<file path="src/rtl/apb_fabric_if.sv">
`default_nettype none
// ============================================================================
// Module      : apb_fabric_if
// Description : APB3 bus bundle between the fabric (master) and NUM_SLAVES
//               peripherals; PRDATA holds slave i at [i*DATA_W +: DATA_W].
// Revision    : 1.0 - initial release
// ============================================================================
interface apb_fabric_if #(
    parameter int NUM_SLAVES = 4,
    parameter int DATA_W     = 32
);
    logic [NUM_SLAVES-1:0]        PSEL;
    logic                         PENABLE;
    logic                         PWRITE;
    logic [31:0]                  PADDR;
    logic [DATA_W-1:0]            PWDATA;
    logic [NUM_SLAVES*DATA_W-1:0] PRDATA;
    logic [NUM_SLAVES-1:0]        PREADY;
    logic [NUM_SLAVES-1:0]        PSLVERR;

    modport master (
        output PSEL, PENABLE, PWRITE, PADDR, PWDATA,
        input  PRDATA, PREADY, PSLVERR
    );

    modport slave (
        input  PSEL, PENABLE, PWRITE, PADDR, PWDATA,
        output PRDATA, PREADY, PSLVERR
    );
endinterface
`default_nettype wire

</file>
<file path="src/rtl/apb_fabric.sv">
`default_nettype none
// ============================================================================
// Module      : apb_fabric
// Description : Core data-port to multi-slave APB3 front-end with window
//               decode, per-slave PSEL, response mux, stall and timeout.
// Revision    : 1.0 - initial release
// ============================================================================
module apb_fabric #(
    parameter int          NUM_SLAVES = 4,
    parameter int          DATA_W     = 32,
    parameter logic [15:0] BASE_HI    = 16'h4000,
    parameter int          TIMEOUT    = 255
) (
    input  wire logic              clk,
    input  wire logic              rst,
    input  wire logic [31:0]       rv_addr,
    input  wire logic [DATA_W-1:0] rv_wdata,
    input  wire logic              rv_mem_write,
    input  wire logic              rv_mem_read,
    output logic [DATA_W-1:0]      rv_rdata,
    output logic                   cpu_stall,
    output logic                   bus_error,
    output logic [31:0]            err_addr,
    apb_fabric_if.master           apb
);

    localparam logic [1:0]  c_IDLE    = 2'd0;
    localparam logic [1:0]  c_SETUP   = 2'd1;
    localparam logic [1:0]  c_ACCESS  = 2'd2;
    localparam logic [1:0]  c_DONE    = 2'd3;
    localparam logic [7:0]  c_NUM_SLV = 8'(NUM_SLAVES);
    localparam logic [15:0] c_TO_LAST = 16'(TIMEOUT - 1);

    logic [1:0]             r_state;
    logic [7:0]             r_slot;
    logic                   r_pwrite;
    logic [31:0]            r_paddr;
    logic [DATA_W-1:0]      r_pwdata;
    logic [DATA_W-1:0]      r_rdata;
    logic                   r_err;
    logic [31:0]            r_err_addr;
    logic [15:0]            r_cnt;

    logic                   w_hit;
    logic                   w_mapped;
    logic                   w_bus_phase;
    logic [NUM_SLAVES-1:0]  w_onehot;
    logic                   w_sel_ready;
    logic                   w_sel_err;
    logic [DATA_W-1:0]      w_sel_rdata;

    assign w_hit    = (rv_mem_read | rv_mem_write) && (rv_addr[31:16] == BASE_HI);
    assign w_mapped = rv_addr[15:8] < c_NUM_SLV;

    // Only the latched slot's response lines are ever looked at.
    always_comb begin
        w_onehot    = '0;
        w_sel_ready = 1'b0;
        w_sel_err   = 1'b0;
        w_sel_rdata = '0;
        for (int i = 0; i < NUM_SLAVES; i++) begin
            if (r_slot == 8'(i)) begin
                w_onehot[i] = 1'b1;
                w_sel_ready = apb.PREADY[i];
                w_sel_err   = apb.PSLVERR[i];
                w_sel_rdata = apb.PRDATA[i*DATA_W +: DATA_W];
            end
        end
    end

    always_ff @(posedge clk) begin
        if (rst) begin
            r_state    <= c_IDLE;
            r_slot     <= '0;
            r_pwrite   <= 1'b0;
            r_paddr    <= '0;
            r_pwdata   <= '0;
            r_rdata    <= '0;
            r_err      <= 1'b0;
            r_err_addr <= '0;
            r_cnt      <= '0;
        end else begin
            case (r_state)
                c_IDLE: begin
                    if (w_hit) begin
                        r_paddr  <= rv_addr;
                        r_pwdata <= rv_wdata;
                        r_pwrite <= rv_mem_write;
                        r_slot   <= rv_addr[15:8];
                        if (w_mapped) begin
                            r_state <= c_SETUP;
                            r_err   <= 1'b0;
                        end else begin
                            r_state    <= c_DONE;
                            r_err      <= 1'b1;
                            r_err_addr <= rv_addr;
                        end
                    end
                end
                c_SETUP: begin
                    r_state <= c_ACCESS;
                    r_cnt   <= '0;
                end
                c_ACCESS: begin
                    if (w_sel_ready) begin
                        r_state <= c_DONE;
                        r_err   <= w_sel_err;
                        if (!r_pwrite) begin
                            r_rdata <= w_sel_err ? '0 : w_sel_rdata;
                        end
                        if (w_sel_err) begin
                            r_err_addr <= r_paddr;
                        end
                    end else begin
                        // Counter stops at TIMEOUT because the abort leaves ACCESS.
                        r_cnt <= r_cnt + 16'd1;
                        if (r_cnt == c_TO_LAST) begin
                            r_state    <= c_DONE;
                            r_err      <= 1'b1;
                            r_err_addr <= r_paddr;
                            if (!r_pwrite) begin
                                r_rdata <= '0;
                            end
                        end
                    end
                end
                c_DONE: begin
                    r_state <= c_IDLE;
                end
                default: begin
                    r_state <= c_IDLE;
                end
            endcase
        end
    end

    assign w_bus_phase = (r_state == c_SETUP) || (r_state == c_ACCESS);

    assign apb.PSEL    = w_bus_phase ? w_onehot : '0;
    assign apb.PENABLE = (r_state == c_ACCESS);
    assign apb.PWRITE  = r_pwrite;
    assign apb.PADDR   = r_paddr;
    assign apb.PWDATA  = r_pwdata;

    assign rv_rdata  = r_rdata;
    assign err_addr  = r_err_addr;
    assign bus_error = (r_state == c_DONE) && r_err;
    assign cpu_stall = ((r_state == c_IDLE) && w_hit) || w_bus_phase;

endmodule
`default_nettype wire

</file>
<file path="src/flat_wrapper.sv">
// flat-port wrapper written by rule: the top's interface ports become plain ports
module apb_fabric_flat 
#(
    parameter int          NUM_SLAVES = 4,
    parameter int          DATA_W     = 32,
    parameter logic [15:0] BASE_HI    = 16'h4000,
    parameter int          TIMEOUT    = 255
)
  (clk, rst, rv_addr, rv_wdata, rv_mem_write, rv_mem_read, rv_rdata, cpu_stall, bus_error, err_addr, apb_PSEL, apb_PENABLE, apb_PWRITE, apb_PADDR, apb_PWDATA, apb_PRDATA, apb_PREADY, apb_PSLVERR);
  apb_fabric_if #(.NUM_SLAVES(NUM_SLAVES), .DATA_W(DATA_W)) apb_i ();
  input  wire logic clk;
  input  wire logic rst;
  input  wire logic [31:0] rv_addr;
  input  wire logic [DATA_W-1:0] rv_wdata;
  input  wire logic rv_mem_write;
  input  wire logic rv_mem_read;
  output logic [DATA_W-1:0] rv_rdata;
  output logic cpu_stall;
  output logic bus_error;
  output logic [31:0] err_addr;
  output wire logic [$bits(apb_i.PSEL)-1:0] apb_PSEL;
  output wire logic [$bits(apb_i.PENABLE)-1:0] apb_PENABLE;
  output wire logic [$bits(apb_i.PWRITE)-1:0] apb_PWRITE;
  output wire logic [$bits(apb_i.PADDR)-1:0] apb_PADDR;
  output wire logic [$bits(apb_i.PWDATA)-1:0] apb_PWDATA;
  input wire logic [$bits(apb_i.PRDATA)-1:0] apb_PRDATA;
  input wire logic [$bits(apb_i.PREADY)-1:0] apb_PREADY;
  input wire logic [$bits(apb_i.PSLVERR)-1:0] apb_PSLVERR;
  assign apb_PSEL = apb_i.PSEL;
  assign apb_PENABLE = apb_i.PENABLE;
  assign apb_PWRITE = apb_i.PWRITE;
  assign apb_PADDR = apb_i.PADDR;
  assign apb_PWDATA = apb_i.PWDATA;
  assign apb_i.PRDATA = apb_PRDATA;
  assign apb_i.PREADY = apb_PREADY;
  assign apb_i.PSLVERR = apb_PSLVERR;
  apb_fabric #(.NUM_SLAVES(NUM_SLAVES), .DATA_W(DATA_W), .BASE_HI(BASE_HI), .TIMEOUT(TIMEOUT)) u_core (.clk(clk), .rst(rst), .rv_addr(rv_addr), .rv_wdata(rv_wdata), .rv_mem_write(rv_mem_write), .rv_mem_read(rv_mem_read), .rv_rdata(rv_rdata), .cpu_stall(cpu_stall), .bus_error(bus_error), .err_addr(err_addr), .apb(apb_i));
endmodule
</file>
<file path="config.mk">
export PLATFORM = sky130hd
export DESIGN_NAME = apb_fabric_flat
export DESIGN_NICKNAME = d
export VERILOG_FILES = /design/src/rtl/apb_fabric_if.sv /design/src/rtl/apb_fabric.sv /design/src/flat_wrapper.sv
export SDC_FILE = /design/constraint.sdc
export NUM_CORES = 1
export LEC_CHECK = 0
export BUFFER_PORTS_ARGS = -buffer_cell sky130_fd_sc_hd__buf_4
export CORE_ASPECT_RATIO = 1.1
export CORE_MARGIN = 2
export CORE_UTILIZATION = 40
export CTS_CLUSTER_SIZE = 30
export DETAILED_ROUTE_END_ITERATION = 10
export PLACE_DENSITY = 0.72
export REMOVE_ABC_BUFFERS = 1
export SLEW_MARGIN = 40
export SYNTH_ARGS = -nofsm -noshare
export SYNTH_HDL_FRONTEND = slang
export SYNTH_SLANG_ARGS = --single-unit
</file>
<file path="constraint.sdc">
create_clock -name clk -period 2.8 [get_ports clk]
set_clock_uncertainty 0.1 [all_clocks]
set_input_delay 0.28 -clock clk [delete_from_list [all_inputs] [get_ports clk]]
set_output_delay 0.28 -clock clk [all_outputs]
set_load 0.01 [all_outputs]
</file>
==> metrics.md <==
| Metric | Value |
|---|---|
| Status | `completed` |
| Total number of vias | `between 7,000 and 8,000` |
| Flops & latches, synth | `between 100 and 150` |
| Synth cell count leaders | `dfxtp_1 (148), nand2_1 (138), a21oi_1 (125)` |
| Final core occ | `61.3%` |
| Fillers | `between 1,000 and 1,500` |
| Crit path depth | `5` |
| Fin crit share | `90.6%` |
| Synthesized netlist cell count | `roughly 820` |
| Std-Cell Rows | `51` |
| Sink Count | `roughly 150` |
| Worst Path Max Fanout | `6` |
| Global routing usage on met1 | `28.8%` |
| Share of post-route cells with drive strength above 1 | `37.3%` |
| Mapped cell area | `7180 sq um` |
| Final-report setup violation count | `0` |
| Vias in the first global route | `7,318` |
| GRT met3 Usage | `8.48%` |
| I/O pin count | `340` |
| Clock Pin Slew Worst Setup and Hold Paths | `about 60 ps` |
| Initial DRC Count | `407` |
| Area added between synthesis and finish | `50.7%` |
| Top FF cell, synth | `dfxtp_1` |
| Largest net degree at the start of global routing | `68` |
| Data required, critical path | `2420 ps` |
| CTS buffer count | `17` |
| CP max stage cell | `nor4_2` |
| Chip width | `132 um` |
| Async SR Flop Fraction | `0%` |
| Cell count of the worst reg-to-reg path | `7` |
| Hpwl dp | `17,500 um` |
| Gr ovfl total | `0` |
| Ys Warns | `0` |
| DR pass1 iterations | `5` |
| RSZ-0062 raised after global routing | `false` |
| Final WL | `24,800 um` |
| Fmax | `394 MHz` |
| Post-synth top area share | `just over 40%` |
| Avg Inst Size Synth | `8.78 sq um` |
| Peak VDD IR | `~0.00036 V` |
| Die H | `approximately 140 um` |
| First-pass GRT wire length | `roughly 38,000 um` |
| Initial antenna violation count | `0` |
| HP Class | `in -> reg` |
| Most Crowded Layer GR | `met2` |
| Max-Cap Viols | `0` |
| WP buf/inv | `1` |
| CP cell instances | `nor4_2 > and2_1 > nand2_1 > nor3b_1 > buf_4` |
| GR Util met2 | `44.2%` |
| Starting density of the core | `40.6%` |
| GRT Resource Usage Total | `25.4%` |
| Pwr Density | `571 nW/um^2` |
| Crit path capture type | `output pin` |
| CTS H-tree depth | `4` |
| Fin Setup TNS | `0 ps` |
| Vias per cell | `5.29` |
| Crit path launch type | `flip-flop` |
| Clock latency on the worst-skew pair | `430 ps` |
| Post-CTS setup buffer count | `0` |
| Yosys top cell by area | `dfxtp_1` |
| DR WL/cell | `between 15 and 20 um` |
| Fin. max-slew vios | `0` |
| Clock root cell | `clkbuf_16` |
| Buffers added on ports | `approximately 340` |
| CP delay by family, top | `simple AND/OR/NAND/NOR gates` |
| Tmin final | `2540 ps` |
| Crit Path Category | `reg -> out` |
| Die area | `19,000 sq um` |
| Crit path arrival time | `2160 ps` |
| Hold Path Depth | `3` |
| Top-count cell post-synth | `dfxtp_1` |
| Post-synth EDFFs | `0` |
| Diodes inserted | `0` |
| Leakage | `around 4.3 nW` |
| DRC | `0` |
| Worst Tran Pin Value | `712 ps` |
| Gpl congestion | `0.817` |
| Core ar. | `17,700 sq um` |
| CP max stage delay | `around 430 ps` |
| Routed Antenna Nets | `0` |
| Hold Fails Final Rpt | `0` |
| Post-layout nets | `between 1,000 and 1,500` |
| CTS Buffer Depth | `2` |
| Worst slew margin relative to its limit | `between 50% and 60%` |
| Synth area leaders | `dfxtp_1 (41%), mux2i_1 (8.9%), a21oi_1 (8.7%)` |
| Post-synthesis cell type count | `54` |
| Sequential-to-total area share from yosys stat | `41.3%` |
| CTS tree | `done` |
==> worst paths after layout <==
check	startpoint	to	slack [ps]
worst max-delay path	u_core.apb.PADDR[10]	apb_PSEL[2]	260
worst min register to register	u_core.apb.PWDATA[5]	u_core.apb.PWDATA[5]	350
worst min-delay path	rv_wdata[14]	u_core.apb.PWDATA[14]	20
worst max register to register	u_core.r_cnt[1]	u_core.err_addr[7]	280
==> cells by family after synthesis <==
kind of cell	Yosys count	synth area share, %
AND/OR/NAND/NOR	262	17.5
flip-flops	148	41.3
adder cells (fa/ha/maj)	6	1.05
AO/OA/AOI/OAI	250	24.9
XOR/XNOR	3	0.366
buffers and inverters	81	5.03
multiplexers	68	9.91
==> stage by stage <==
step | worst slack, ps | hold slack [ps] | power (mW) | instance area [sq um] | cells
after global placement | 294 | 338 | 3.90 | 9920 | 1342
after CTS | 72.2 | 2.13 | 6.23 | 10800 | 1405
after detailed placement | 240 | 343 | 3.92 | 9920 | 1342
after floorplan | -2530 | 245 | 3.18 | 6850 | 745
after global routing | 101 | 13.5 | 6.45 | 10800 | 1405
final | 263 | 15.8 | 6.18 | 10800 | 1405
==> per-layer routing <==
layer  share of wire, %  wire length, um  vias up
li1                   -                -     3626
met1                 39             9700     3464
met2                 49            12200      306
met3                8.9             2200       41
met4                2.8              695        0
met5                  0                0        -
==> cells in the final DEF, fill, tap and decap left out, types with 6 or more instances in the layout <==
cell             n
a211oi_1        38
a211oi_2        30
a21oi_1        125
a311o_1         32
and2_1          18
buf_4          356
clkbuf_16       17
dfxtp_1        146
dlygate4sd3_1   31
inv_1            8
mux2i_1         64
nand2_1        138
nand3_1          8
nor2_1          22
nor2b_1         32
nor3_1           7
o21ai_0          6
==> worst register-to-register path: stages (launching register included) <==
cell and delay [ps]:
dfxtp_1 400, ha_1 160, or4b_2 610, o41ai_2 390, mux2_4 220, and2_2 160, buf_12 220, a211oi_2 130
==> where the power goes <==
group / total, mW / switching, mW / internal (mW) / leakage (nW)
logic: 1.64 / 0.878 / 0.763 / 2.79
clock network: 2.26 / 0.885 / 1.38 / 0.277
registers: 2.28 / 0.0653 / 2.21 / 1.19
==> layout make-up <==
type	count	area (sq um)	area share (%)
Inverter	8	30.0	0.277
Clock inverter	8	98.8	0.913
Clock buffer	24	482	4.45
Multi-Input combinational cell	589	3910	36.1
Sequential cell	148	2970	27.4
Tap cell	238	298	2.75
Timing Repair Buffer	390	3040	28.1
==> state kept, by name (all words and copies together), names as in the netlist <==
signal and flops:
u_core.r_err 1, u_core.apb.PADDR 32, u_core.err_addr 32, u_core.rv_rdata 32
u_core.r_cnt 16, u_core.apb.PWRITE 1, u_core.r_state 2, u_core.apb.PWDATA 32
==> repair_timing <==
action	CTS	global route
hold endpoints to repair	31	0
hold buffers	31	0
gates resized for setup	0	2
setup endpoints to repair	0	3
Note: power is estimated with default switching activity, not from simulation.
